===== config.mk =====
export PLATFORM = sky130hd
export DESIGN_NAME = lfsr_mem_arbiter
export DESIGN_NICKNAME = d
export VERILOG_FILES = /design/src/rtl/lfsr_mem_pkg.sv /design/src/rtl/lfsr_search_timer.sv /design/src/rtl/lfsr_mem_arbiter.sv
export SDC_FILE = /design/constraint.sdc
export NUM_CORES = 1
export LEC_CHECK = 0
export CORE_MARGIN = 4
export CORE_UTILIZATION = 44
export CTS_BUF_LIST = sky130_fd_sc_hd__clkbuf_8 sky130_fd_sc_hd__clkbuf_16
export DETAILED_ROUTE_END_ITERATION = 8
export PLACE_DENSITY = 0.83
export SYNTH_ARGS = -nofsm -noshare
export SYNTH_HDL_FRONTEND = slang
export SYNTH_SLANG_ARGS = --single-unit

===== constraint.sdc =====
create_clock -name Clock -period 2.1 [get_ports Clock]
set_input_delay 0.42 -clock Clock [delete_from_list [all_inputs] [get_ports Clock]]
set_output_delay 0.42 -clock Clock [all_outputs]
set_load 0.02 [all_outputs]

===== src/rtl/lfsr_mem_pkg.sv =====
`default_nettype none
// ============================================================================
// Module  : lfsr_mem_pkg
// Brief   : Shared types and constants for the LFSR associative-memory path.
// Rev     : 1.0 - initial release
// ============================================================================
package lfsr_mem_pkg;

    localparam int c_DATA_W_DEF = 8;
    localparam int c_ADDR_W_DEF = 4;

    localparam logic c_OP_WRITE  = 1'b0;
    localparam logic c_OP_SEARCH = 1'b1;

    typedef enum logic [2:0] {
        ST_IDLE    = 3'd0,
        ST_ISSUE   = 3'd1,
        ST_WR_WAIT = 3'd2,
        ST_SEARCH  = 3'd3,
        ST_ABORT   = 3'd4,
        ST_RESP    = 3'd5
    } arb_state_t;

endpackage
`default_nettype wire


===== src/rtl/lfsr_search_timer.sv =====
`default_nettype none
// ============================================================================
// Module  : lfsr_search_timer
// Brief   : Saturating clear/enable cycle counter with a last-cycle flag.
// Rev     : 1.0 - initial release
// ============================================================================
module lfsr_search_timer #(
    parameter int CNT_W = 5
) (
    input  logic             Clock,
    input  logic             Reset_n,
    input  logic             i_clear,
    input  logic             i_enable,
    input  logic [CNT_W-1:0] i_limit,
    output logic             o_expired
);

    logic [CNT_W-1:0] r_count;

    always_ff @(posedge Clock or negedge Reset_n) begin
        if (!Reset_n) begin
            r_count <= '0;
        end else if (i_clear) begin
            r_count <= '0;
        end else if (i_enable && (r_count != '1)) begin
            r_count <= r_count + CNT_W'(1);
        end
    end

    // High during the cycle that completes i_limit enabled cycles.
    assign o_expired = i_enable && (r_count == (i_limit - CNT_W'(1)));

endmodule
`default_nettype wire


===== src/rtl/lfsr_mem_arbiter.sv =====
`default_nettype none
// ============================================================================
// Module  : lfsr_mem_arbiter
// Brief   : Round-robin two-port arbiter/sequencer for LFSR memory write/search.
// Rev     : 1.0 - initial release
// ============================================================================
module lfsr_mem_arbiter
    import lfsr_mem_pkg::*;
#(
    parameter int DATA_W     = c_DATA_W_DEF,
    parameter int ADDR_W     = c_ADDR_W_DEF,
    parameter int WR_LAT     = 3,
    parameter int SEARCH_MAX = 2**ADDR_W
) (
    input  logic              Clock,
    input  logic              Reset_n,
    input  logic              Req0,
    input  logic              Req1,
    input  logic              Op0,
    input  logic              Op1,
    input  logic [DATA_W-1:0] Data0,
    input  logic [DATA_W-1:0] Data1,
    output logic              Grant0,
    output logic              Grant1,
    output logic              Done0,
    output logic              Done1,
    output logic              Found,
    output logic [ADDR_W-1:0] Match_Addr,
    output logic              Mem_WR,
    output logic              Mem_RD,
    output logic [DATA_W-1:0] Mem_Data,
    output logic              Mem_Abort,
    input  logic              Mem_Compare_Found,
    input  logic [ADDR_W-1:0] Mem_Match_Addr
);

    localparam int                 c_TMR_W      = ADDR_W + 1;
    localparam logic [c_TMR_W-1:0] c_SEARCH_LIM = c_TMR_W'(SEARCH_MAX);
    localparam logic [c_TMR_W-1:0] c_WR_LIM     = c_TMR_W'(WR_LAT);

    arb_state_t r_state;
    logic       r_port;
    logic       r_op;
    logic       r_ptr;

    logic               w_pick;
    logic               w_sel_op;
    logic [DATA_W-1:0]  w_sel_data;
    logic               w_tmr_clear;
    logic               w_tmr_enable;
    logic               w_tmr_expired;
    logic [c_TMR_W-1:0] w_tmr_limit;

    // A lone requester always wins; the pointer only breaks ties.
    assign w_pick     = (Req0 && Req1) ? r_ptr : Req1;
    assign w_sel_op   = w_pick ? Op1 : Op0;
    assign w_sel_data = w_pick ? Data1 : Data0;

    assign w_tmr_clear  = (r_state == ST_ISSUE);
    assign w_tmr_enable = (r_state == ST_WR_WAIT) || (r_state == ST_SEARCH);
    assign w_tmr_limit  = (r_op == c_OP_SEARCH) ? c_SEARCH_LIM : c_WR_LIM;

    lfsr_search_timer #(
        .CNT_W (c_TMR_W)
    ) u_timer (
        .Clock     (Clock),
        .Reset_n   (Reset_n),
        .i_clear   (w_tmr_clear),
        .i_enable  (w_tmr_enable),
        .i_limit   (w_tmr_limit),
        .o_expired (w_tmr_expired)
    );

    always_ff @(posedge Clock or negedge Reset_n) begin
        if (!Reset_n) begin
            r_state    <= ST_IDLE;
            r_port     <= 1'b0;
            r_op       <= c_OP_WRITE;
            r_ptr      <= 1'b0;
            Grant0     <= 1'b0;
            Grant1     <= 1'b0;
            Done0      <= 1'b0;
            Done1      <= 1'b0;
            Found      <= 1'b0;
            Match_Addr <= '0;
            Mem_WR     <= 1'b0;
            Mem_RD     <= 1'b0;
            Mem_Data   <= '0;
            Mem_Abort  <= 1'b0;
        end else begin
            Grant0     <= 1'b0;
            Grant1     <= 1'b0;
            Done0      <= 1'b0;
            Done1      <= 1'b0;
            Found      <= 1'b0;
            Match_Addr <= '0;
            Mem_WR     <= 1'b0;
            Mem_RD     <= 1'b0;
            Mem_Abort  <= 1'b0;

            case (r_state)
                ST_IDLE: begin
                    if (Req0 || Req1) begin
                        r_port   <= w_pick;
                        r_op     <= w_sel_op;
                        Mem_Data <= w_sel_data;
                        Grant0   <= !w_pick;
                        Grant1   <= w_pick;
                        Mem_WR   <= (w_sel_op == c_OP_WRITE);
                        Mem_RD   <= (w_sel_op == c_OP_SEARCH);
                        r_state  <= ST_ISSUE;
                    end
                end

                ST_ISSUE: begin
                    r_state <= (r_op == c_OP_SEARCH) ? ST_SEARCH : ST_WR_WAIT;
                end

                ST_WR_WAIT: begin
                    if (w_tmr_expired) begin
                        Done0   <= !r_port;
                        Done1   <= r_port;
                        r_state <= ST_RESP;
                    end
                end

                ST_SEARCH: begin
                    // A hit in the final allowed cycle takes precedence over the abort.
                    if (Mem_Compare_Found) begin
                        Done0      <= !r_port;
                        Done1      <= r_port;
                        Found      <= 1'b1;
                        Match_Addr <= Mem_Match_Addr;
                        r_state    <= ST_RESP;
                    end else if (w_tmr_expired) begin
                        Mem_Abort <= 1'b1;
                        r_state   <= ST_ABORT;
                    end
                end

                ST_ABORT: begin
                    Done0   <= !r_port;
                    Done1   <= r_port;
                    r_state <= ST_RESP;
                end

                ST_RESP: begin
                    r_ptr   <= !r_port;
                    r_state <= ST_IDLE;
                end

                default: begin
                    r_state <= ST_IDLE;
                end
            endcase
        end
    end

endmodule
`default_nettype wire

* Yosys cells after proc, flatten, opt, wreduce, memory -nomap -nowiden
Index checks and enable logic that the tools add are counted.
Word-level totals: register bits after elaboration 31, input port bits 27, output and inout bits 20
Cells by class: add/subtract/negate cells 2, equality and inequality tests 10, multiplexer cells 33, bitwise gates (word level) 1, reduce and logical (&&, ||, !) cells 11
Operators with widths (count):
- $mux 1 | 20
- $mux 5 | 3
- $pmux 3 s5 | 1
- $mux 3 | 4
- $mux 4 | 2
- $mux 8 | 1
- $eq 3x2->1 const B | 2
- $eq 3x3->1 const B | 2
- $pmux 1 s3 | 2
- $add 5x1->5 const B | 1
- $eq 5x5->1 | 1
- $ne 5x5->1 const B | 1
- $sub 5x1->5 const B | 1
- $eq 3x1->1 const B | 1
- $logic_and 1x1->1 | 3
- $logic_not 3->1 | 1
- $ne 3x2->1 const B | 1
- $reduce_and 3->1 | 1
- $logic_not 1->1 | 2
- $logic_or 1x1->1 | 2
- $ne 2x1->1 const B | 1
- $ne 2x2->1 const B | 1
- $reduce_and 2->1 | 1
- $reduce_bool 2->1 | 1
- $not 1->1 | 1

* Logic depth before layout (Yosys ltp)
Gate-level depths: netlist (run 1).
depth in word-level cells 7, mapped depth 7, depth with buffers taken out 7

* Cells and area by module
A second synthesis (run 1) with hierarchy kept.
Second synthesis, totals: cell total of the unflattened synthesis 135, area total of the unflattened synthesis 1502.7 um2
By module, submodules not included:
- lfsr_mem_arbiter | times used 1, cells an instance 96, area each 1111.1 um2, seq. area each 650.6 um2
- lfsr_search_timer | times used 1, cells an instance 39, area each 391.6 um2, seq. area each 125.1 um2

* Least setup slack after synthesis (run 1)
OpenSTA, ideal clock, no wires.
kind register to register, start reg u_timer.r_count[0], end reg u_timer.r_count[3], data arrival time 1.560 ns, required time 1.979 ns, path slack 0.419 ns, stages on the path, launching flop included 7, path buffers 0, period minus slack after synthesis 1.681 ns, cell sequence dfrtp_1 ha_1 and3_1 ha_1 nand4b_1 a21o_1 a22o_1
On the way: word-level cells in the longest chain between the ends 3, elaborated cells on any way between the ends 6, those cells by class add/sub: 1; eq/ne: 1; mux: 2; reduce/logical: 2
RTL lines:
- start: declaration | line lfsr_search_timer.sv:18 | logic [CNT_W-1:0] r_count;
- start signal: assignment | line lfsr_search_timer.sv:26 | r_count <= r_count + CNT_W'(1);
- $add 5x1->5 or $ne 5x5->1 (tied branches) | line lfsr_search_timer.sv:26, lfsr_search_timer.sv:25
- $mux 5 or $logic_and 1x1->1 (tied branches) | line lfsr_search_timer.sv:25 | end else if (i_enable && (r_count != '1)) begin
- $mux 5 or $reduce_bool 2->1 (tied branches)
Several ways; a longest one is shown, not always the timed one. The select of a mux whose other input is x is not followed. A chain may end at the register's enable or synchronous reset.

* Final worst setup path (run 1)
Ends and elaborated chain as after synthesis.

==> reports/summary.md, run 1 <==
Counting the buffers created by CTS gives 5. The net switching fraction of the power is 35.78%, and the half-perimeter wire length after placement is 2357 um. After clock tree synthesis, the clock-pin slew on the worst setup and hold paths is 0.06 ns. The clock period minus worst slack came out at 1.823 ns. Largest area contributor in the synthesized netlist: sky130_fd_sc_hd__dfrtp_1.

Entering global routing, the biggest net connects 32 pins. The critical path goes through ha_1 > and3_1 > ha_1 > nand4b_1 > a21o_1 > a22o_1. The via-per-instance ratio was 5.164; the count of buffer and inverter cells on the critical path was 0. The worst hold path terminates at Mem_Data[1]$_DFFE_PN0P_. Setup slack closes at 0.2770 ns. Ranked by total cell area, the synthesized netlist is headed by sky130_fd_sc_hd__dfrtp_1 (56%), sky130_fd_sc_hd__mux2i_1 (5.1%), sky130_fd_sc_hd__a22o_1 (3.8%). The logs give 0.28 ns for the reg-to-reg setup timing slack and 212 for the number of instances in the placed design. The logs give 0 for the number of hold-slack violations in the final timing report and 2 for the maximum buffer depth of the clock tree.

The area overhead of the layout relative to synthesis came out at 45.31%. Among the stages of the critical path, the cell type that occurs most often is sky130_fd_sc_hd__ha_1. Pin placement for this block handled 47 I/O pins. At the worst endpoint, the arrival time is 1.98 ns. Buffers inserted to repair hold after CTS numbered 0. The finished layout holds 220 standard cells, fillers aside. The worst-skew pair later-pin latency was 0.28 ns; the share of cells above drive strength 1 was 7.955%.

For the number of nets still failing antenna checks after routing, the log shows 0. The die is 63.91 um wide. The run gives 0.004084 sq mm as the full die area. The highest cell delay on the worst timing path was 0.45 ns; the number of detailed-route iterations in the first pass was 4. The worst hold path was traced through 2 stages. 0 antenna diodes ended up in the layout. In this run the power density over the cells is 1268 mW/mm^2. Dividing the synthesized area by the synthesized cell count gives 11.18 sq um. After synthesis, the largest area contributor takes up 56.41% of total cell area. Slew of the pin with the lowest slew margin: 0.6055 ns. The clock net in this run drives a total of 31 sinks.

Internal power comes to 1.627 mW. For the total of max-cap violations, the log shows 0. Combinational cells account for 40.7% of the total power.

Post-CTS repair changed the size of 0 cells. Setup repair after global routing left no endpoint under its margin. The tools report the minimum setup slack after placement as 0.08793 ns. The startpoint of the most critical register-to-register path was u_timer.r_count[0]$_DFFE_PN0P_. Wires add up to 3158 um. The endpoint identified for the worst register-to-register timing path is u_timer.r_count[3]$_DFFE_PN0P_.

The launch point of the worst hold path was Mem_Data[1]$_DFFE_PN0P_. The most common cell after layout, fill and taps aside was sky130_fd_sc_hd__clkdlybuf4s50_1. Switching power: 906.5 uW. The library cells used most frequently in the layout, excluding fill and tap cells, are sky130_fd_sc_hd__clkdlybuf4s50_1 (46), sky130_fd_sc_hd__dfrtp_1 (31), sky130_fd_sc_hd__nand2_1 (11), sky130_fd_sc_hd__o21ai_0 (10), sky130_fd_sc_hd__nor2_1 (8). The capturing element type of the critical path was a register. For the total congestion overflow, the log shows 0. On the critical path the largest part of the delay comes from adder cells.

The run gives 204 as the final net count. The final setup skew is 0.006712 ns, and the tightest slew margin relative to the limit is 59.26%. The count of buffers added by post-CTS timing repair for setup came out at 0. Global routing used 16.95% of the available tracks across all layers. Data on the critical path is required at its endpoint by 2.26 ns. Synthesis handed over a netlist of 123 instances. The initial utilization of the core area, before any placement, comes to 45.41%. In this run the static leakage power is 0.9206 nW.

The fraction of power consumed by the clock network was 19.5%. The initial antenna violation count is 0. In this run the standard cell core region covers 0.003028 sq mm. The share of total power dissipated in sequential elements is 39.8%. The run gives 5368 um as the wire length of the first global-routing pass. The global placement routability congestion came out at 0.8162. Cell at the root of the clock tree: sky130_fd_sc_hd__clkbuf_8.

The run finished with clean final reports. Across the VDD grid, the largest voltage drop is 0.6452 mV. The H-tree was split into 2 levels. The number of port buffers is 46. After detailed routing, the average wire length per cell comes to 14.35 um. The tools report the startpoint type of the worst setup path as a register.

The total number of yosys warnings is 0. For this run, the register share of the synthesized area comes to 56.41%. For the number of global-route vias before repair, the log shows 1112.

Summing every instance area after synthesis gives 0.001375 sq mm. The tools report the final number of max-transition violations as 0. Path category of the worst min-delay check: reg -> reg.

For this run, the top clock speed supported by timing is 0.5485 GHz. The count of final setup violators is 0. Detailed routing inserted a total of 1136 vias. For this run, design rule violations remaining after detail routing come to 0.

Counting cells, the worst reg-to-reg path comes to 6. The register bit count reported by yosys was 31. The die is 63.91 um tall. For the final routed database, the setup TNS stands at 0 ns. The synthesized net count was 152; the first-iteration detailed-routing DRC count was 35.

The largest driver fanout on the critical path works out to 6. For this design, the slowest cell found on the critical path is sky130_fd_sc_hd__dfrtp_1. The logs give 34 for the distinct cell type count of the synthesized netlist and 20 for the site row count.

Final worst-path cycle share: 86.81%. TritonCTS built the clock tree. The start-to-end type of the worst setup path was reg -> reg.
==> routing by layer <==
metal | routed length (um) | GRT usage, %
met5 | 0 | 0
met4 | 35 | 4.852
met3 | 240 | 5.448
met2 | 1567 | 29.42
met1 | 1315 | 19.91
==> power by group through the flow <==
stage          sequential (mW)  combinational [mW]  clock (mW)
2_1_floorplan             1.08               0.519           0
3_3_place_gp              1.01                1.00           0
3_5_place_dp              1.02                1.04           0
4_1_cts                   1.01                1.05       0.515
5_1_grt                   1.04                1.13       0.540
6_report                  1.01                1.03       0.494
==> synthesized netlist by cell type <==
master and count:
sky130_fd_sc_hd__nor3_1 2, sky130_fd_sc_hd__o21ai_0 10, sky130_fd_sc_hd__buf_2 3, sky130_fd_sc_hd__nor4_1 2, sky130_fd_sc_hd__a22o_1 6, sky130_fd_sc_hd__nor2b_1 1
sky130_fd_sc_hd__or4_4 1, sky130_fd_sc_hd__nand4_1 1, sky130_fd_sc_hd__nand2b_1 4, sky130_fd_sc_hd__inv_1 1, sky130_fd_sc_hd__or4bb_1 1, sky130_fd_sc_hd__a221oi_1 1
sky130_fd_sc_hd__o21bai_1 1, sky130_fd_sc_hd__a221o_1 2, sky130_fd_sc_hd__a21oi_4 1, sky130_fd_sc_hd__nand2_1 11, sky130_fd_sc_hd__dfrtp_1 31, sky130_fd_sc_hd__o21ai_1 1
sky130_fd_sc_hd__and3_1 4, sky130_fd_sc_hd__a21o_1 2, sky130_fd_sc_hd__nor2_1 8, sky130_fd_sc_hd__ha_1 2, sky130_fd_sc_hd__and2_1 6, sky130_fd_sc_hd__mux2i_1 7
sky130_fd_sc_hd__mux2_2 1, sky130_fd_sc_hd__nand4b_1 1, sky130_fd_sc_hd__o21a_1 1, sky130_fd_sc_hd__o31ai_1 1, sky130_fd_sc_hd__clkbuf_1 2, sky130_fd_sc_hd__a211oi_1 1
sky130_fd_sc_hd__o22ai_1 1, sky130_fd_sc_hd__nand3b_1 1, sky130_fd_sc_hd__o32a_1 1, sky130_fd_sc_hd__a21oi_1 4
==> worst reg2reg max path: stages, from the launching register on <==
cell and delay, ns:
sky130_fd_sc_hd__dfrtp_1 0.45, sky130_fd_sc_hd__ha_1 0.25, sky130_fd_sc_hd__and3_1 0.19, sky130_fd_sc_hd__ha_1 0.24, sky130_fd_sc_hd__nand4b_1 0.21, sky130_fd_sc_hd__a21o_1 0.20
sky130_fd_sc_hd__a22o_1 0.18
==> worst max path at each step <==
stage	start	to	slack (ns)	cells after the start
after floorplan	u_timer.r_count[0]$_DFFE_PN0P_	u_timer.r_count[3]$_DFFE_PN0P_	0.42	6
after global placement	Req0	r_op$_DFFE_PN0P_	0.18	6
after detailed placement	Req0	r_op$_DFFE_PN0P_	0.09	6
after CTS	u_timer.r_count[0]$_DFFE_PN0P_	u_timer.r_count[3]$_DFFE_PN0P_	0.27	6
after global routing	u_timer.r_count[0]$_DFFE_PN0P_	u_timer.r_count[0]$_DFFE_PN0P_	0.17	6
final	u_timer.r_count[0]$_DFFE_PN0P_	u_timer.r_count[3]$_DFFE_PN0P_	0.28	6
==> sequential cells by signal, indices dropped and copies added (netlist names), 3 cells and up <==
signal	count
Match_Addr	4
Mem_Data	8
r_state	3
u_timer.r_count	5
==> cell type report <==
cell class	count	area (sq um)
Sequential cell	31	775.7
Clock buffer	7	96.34
Inverter	1	3.754
Fill cell	250	1030
Multi-Input combinational cell	86	573.1
Clock inverter	1	3.754
Tap cell	44	55.05
Timing Repair Buffer	50	490.5
==> through the flow <==
step / utilization (%) / hold WS, ns / cell area, sq um / total power, mW
floorplan: - / 0.1244 / 1375 / 1.604
finish: 65.99 / 0.4780 / 1998 / 2.533
detailed placement: 62.69 / 0.4717 / 1898 / 2.059
CTS: 65.99 / 0.4859 / 1998 / 2.567
global placement: 62.69 / 0.4632 / 1898 / 2.010
global route: 65.99 / 0.4976 / 1998 / 2.709
==> logic make-up (layout without fill, tap and decap cells) <==
kind of cell | after synthesis | count (layout) | synth area share [%]
buffers and inverters | 6 | 59 | 1.910
muxes | 8 | 8 | 5.915
adders and majority gates | 2 | 2 | 1.820
DFF | 31 | 31 | 56.41
and+or+nand+nor | 43 | 43 | 16.92
AOI/OAI and AO/OA | 33 | 33 | 17.02
(Power assumes the default switching activity.)
==> run 2, diff against run 1 <==
Settings changed: CTS_CLUSTER_DIAMETER set to 50, GPL_ROUTABILITY_DRIVEN set to 0.
==> results of run 2 <==
The final DEF is identical to that of run 1; final timing and power are the same.
==> run 3, diff against run 2 <==
Settings changed: RECOVER_POWER set to 50.
==> reports/summary.md, run 3 (synthesis gave the netlist of run 1 again) <==
The arrival time of data at the critical path endpoint came out at 2.10 ns (+0.12 ns). For the global routing met1 resource utilization, the log shows 19.91% (unchanged). The via-per-instance ratio was 5.136 (-0.53%); the met2 track demand over resource was 29.42% (unchanged). Final wirelength: 3139 um (-0.60%).

Leaving out fill and tap cells, the most frequent cells in the layout are sky130_fd_sc_hd__clkdlybuf4s50_1 (44), sky130_fd_sc_hd__dfrtp_1 (31), sky130_fd_sc_hd__nand2_1 (11), sky130_fd_sc_hd__o21ai_0 (10), sky130_fd_sc_hd__nor2_1 (8). The boundary pin count was 47 (unchanged). The tools report the total congestion overflow as 0 (unchanged). The tools report the post-cts repair resize count as 0 (unchanged). The count of buffers added by post-CTS timing repair for setup is 0 (unchanged). The logs give 0.5143 GHz (-6.2%) for the maximum clock frequency and 0.08793 ns (unchanged) for the minimum setup slack after placement. The tools report the worst-skew pair later-pin latency as 0.28 ns (about the same). The run gives 1130 (-0.53%) as the vias after detailed routing. The most common cell after layout, fill and taps aside is sky130_fd_sc_hd__clkdlybuf4s50_1. The static leakage power is 0.9171 nW (-0.38%). The area of all placed cells without fillers was 0.001982 sq mm (-0.81%); the hold buffer count at CTS was 0 (unchanged). The initial standard-cell utilization of the core was 45.41% (unchanged). Path category of the worst min-delay check: reg -> reg. The clock transition at the registers of the reported paths is 0.06 ns (about the same), and the largest driver fanout on the critical path is 6 (unchanged).

The number of filler cells placed in the layout came out at 254 (+1.6%). The count of H-tree levels built during CTS is 2 (unchanged), and the number of hold-slack violations in the final timing report is 0 (unchanged). For the area of the core, the log shows 0.003028 sq mm (unchanged). The tools report the sequential cell area in the final layout as 775.7 sq um (unchanged).

The run gives 0.001898 sq mm (unchanged) as the cell area after placement. The start-to-end type of the worst setup path was reg -> reg. Antenna cell count: 0 (unchanged). The setup TNS after final layout came out at 0 ns (unchanged).

The run finished with clean final reports. The total power density per cell area works out to 1265 mW/mm^2 (-0.24%). CTS placed an instance of sky130_fd_sc_hd__clkbuf_8 at the clock tree root.

The site row count is 20 (unchanged), and the first-iteration detailed-routing DRC count is 26 (-26%). Full die area: 0.004084 sq mm (unchanged). The final net count came out at 204 (unchanged).

Traced cell by cell, the critical path runs through or4_2 > a21oi_1 > o31ai_1 > o32a_1. The number of nets still failing antenna checks after routing was 0 (unchanged). For the total of max-cap violations, the log shows 0 (unchanged). The flip-flop count of the largest register after layout came out at 8 (unchanged). The share of cells above drive strength 1 came out at 7.386% (-0.57 points).

The tools report the power after layout as 2.507 mW (-1.1%). For the half-perimeter wire length after placement, the log shows 2357 um (unchanged). The final worst-path cycle share works out to 92.58% (+5.8 points). Clock period minus worst slack: 1.944 ns (+0.1212 ns). The number of global-route vias before repair is 1112 (unchanged), and the number of detailed-route iterations in the first pass is 4 (unchanged).

The capturing element type of the critical path is a register. The number of buffers created by CTS is 5 (unchanged). The wire length of the first global-routing pass is 5368 um (unchanged). In the final layout, the registers with the most flip-flops are Mem_Data x8, u_timer.r_count x5, Match_Addr x4.

The slew of the pin with the lowest slew margin works out to 0.7532 ns (+0.1477 ns). The run gives 65.45% (-0.54 points) as the post-route core utilization. The die extent in y works out to 63.91 um (unchanged). Top cell family by delay on the critical path: compound AO/OA/AOI/OAI gates. For the reg-to-reg setup timing slack, the log shows 0.16 ns (-0.12 ns). The overall die width came out at 63.91 um (unchanged). For the maximum buffer depth of the clock tree, the log shows 2 (unchanged).

The run gives 0 (unchanged) as the count of final setup violators. The count of buffer and inverter cells on the critical path was 0 (unchanged); the met3 global-route usage was 5.448% (unchanged). Among all stages on the critical path, the largest delay is contributed by sky130_fd_sc_hd__or4_2. The highest cell delay on the worst timing path came out at 0.66 ns (+0.21 ns). The final setup slack of the worst path is 0.1558 ns (-0.1212 ns), and the number of port buffers is 46 (unchanged). The number of sinks on the clock net was 31 (unchanged).

The run gives 0.6441 mV (-0.16%) as the maximum resistive drop on vdd. The tightest slew margin relative to the limit was 49.79% (-9.5 points); the area overhead of the layout relative to synthesis was 44.13%. Post-detailed-route wirelength per cell: 14.27 um (-0.60%). The final number of max-transition violations is 0 (unchanged).

Setup repair after global routing left no endpoint under its margin. The run gives 32 (unchanged) as the pin count of the biggest net entering global routing. The run gives 0.006969 ns (+0.0002570 ns) as the final setup skew. The startpoint type of the worst setup path is a register. For the area used by multi-input combinational logic, the log shows 559.3 sq um (-2.4%). TritonCTS built the clock tree. The tools report the global-route total usage across every layer as 16.95% (unchanged).

The run gives 0 (unchanged) as the initial antenna violation count. The register with the most flip-flops was Mem_Data. The global routing stage identified its most utilized layer as met2. The logs give 0 (unchanged) for the number of DRC violations after detailed routing and 2.26 ns (about the same) for the required time of the critical path.
-- run 3: changes by cell type in the layout (fill, tap and decap cells not counted) --
cell / before / now
sky130_fd_sc_hd__and2_1: 6 / 4
sky130_fd_sc_hd__or4_4: 1 / 0
sky130_fd_sc_hd__a21oi_1: 4 / 5
sky130_fd_sc_hd__clkbuf_2: 0 / 1
sky130_fd_sc_hd__or4_2: 0 / 1
sky130_fd_sc_hd__clkdlybuf4s50_1: 46 / 44
sky130_fd_sc_hd__a21oi_4: 1 / 0
sky130_fd_sc_hd__dlygate4sd3_1: 0 / 2
sky130_fd_sc_hd__buf_4: 4 / 3
sky130_fd_sc_hd__and2_0: 0 / 2
-- run 3: report_power, final --
| group | leakage, nW | internal [mW] | switching, mW | total (mW) |
|---|---|---|---|---|
| logic | 0.460 | 0.519 | 0.490 | 1.01 |
| clock network | 0.0557 | 0.294 | 0.200 | 0.494 |
| registers | 0.401 | 0.803 | 0.200 | 1.00 |
-- run 3: path summary, 6_finish.rpt --
kind,startpoint,to,depth (start not counted)
min in group asynchronous,Reset_n,Mem_Data[6]$_DFFE_PN0P_,2
min,Mem_Data[1]$_DFFE_PN0P_,Mem_Data[1]$_DFFE_PN0P_,2
max in group asynchronous,Reset_n,u_timer.r_count[1]$_DFFE_PN0P_,2
max reg2reg,u_timer.r_count[0]$_DFFE_PN0P_,r_state[0]$_DFFE_PN0P_,4
max,u_timer.r_count[0]$_DFFE_PN0P_,r_state[0]$_DFFE_PN0P_,4
min reg2reg,Mem_Data[1]$_DFFE_PN0P_,Mem_Data[1]$_DFFE_PN0P_,2
-- run 3: stage by stage --
step | instances | hold slack [ns]
finish | 220 | 0.4780
global route | 220 | 0.4976
CTS | 220 | 0.4859
detailed placement | 212 | 0.4717
global placement | 212 | 0.4632
floorplan | 123 | 0.1244
-- run 3: area by class of cell --
class,count,share of cell area (%)
multi-input cells,86,28.22
inverters,1,0.1894
clock inverters,1,0.1894
clock buffers,7,4.861
well taps,44,2.778
repair buffers,50,24.62
flip-flops and latches,31,39.14
-- run 3: layer usage --
metal  vias to the layer above  share of wire [%]
li1                        550                  -
met3                         6                7.6
met4                         0                1.1
met5                         -                  0
met2                        35                 50
met1                       539                 42
-- run 3: worst register-to-register path: stages, from the launching register on --
cell and delay (ns):
sky130_fd_sc_hd__dfrtp_1 0.44, sky130_fd_sc_hd__or4_2 0.66, sky130_fd_sc_hd__a21oi_1 0.42, sky130_fd_sc_hd__o31ai_1 0.14, sky130_fd_sc_hd__o32a_1 0.16
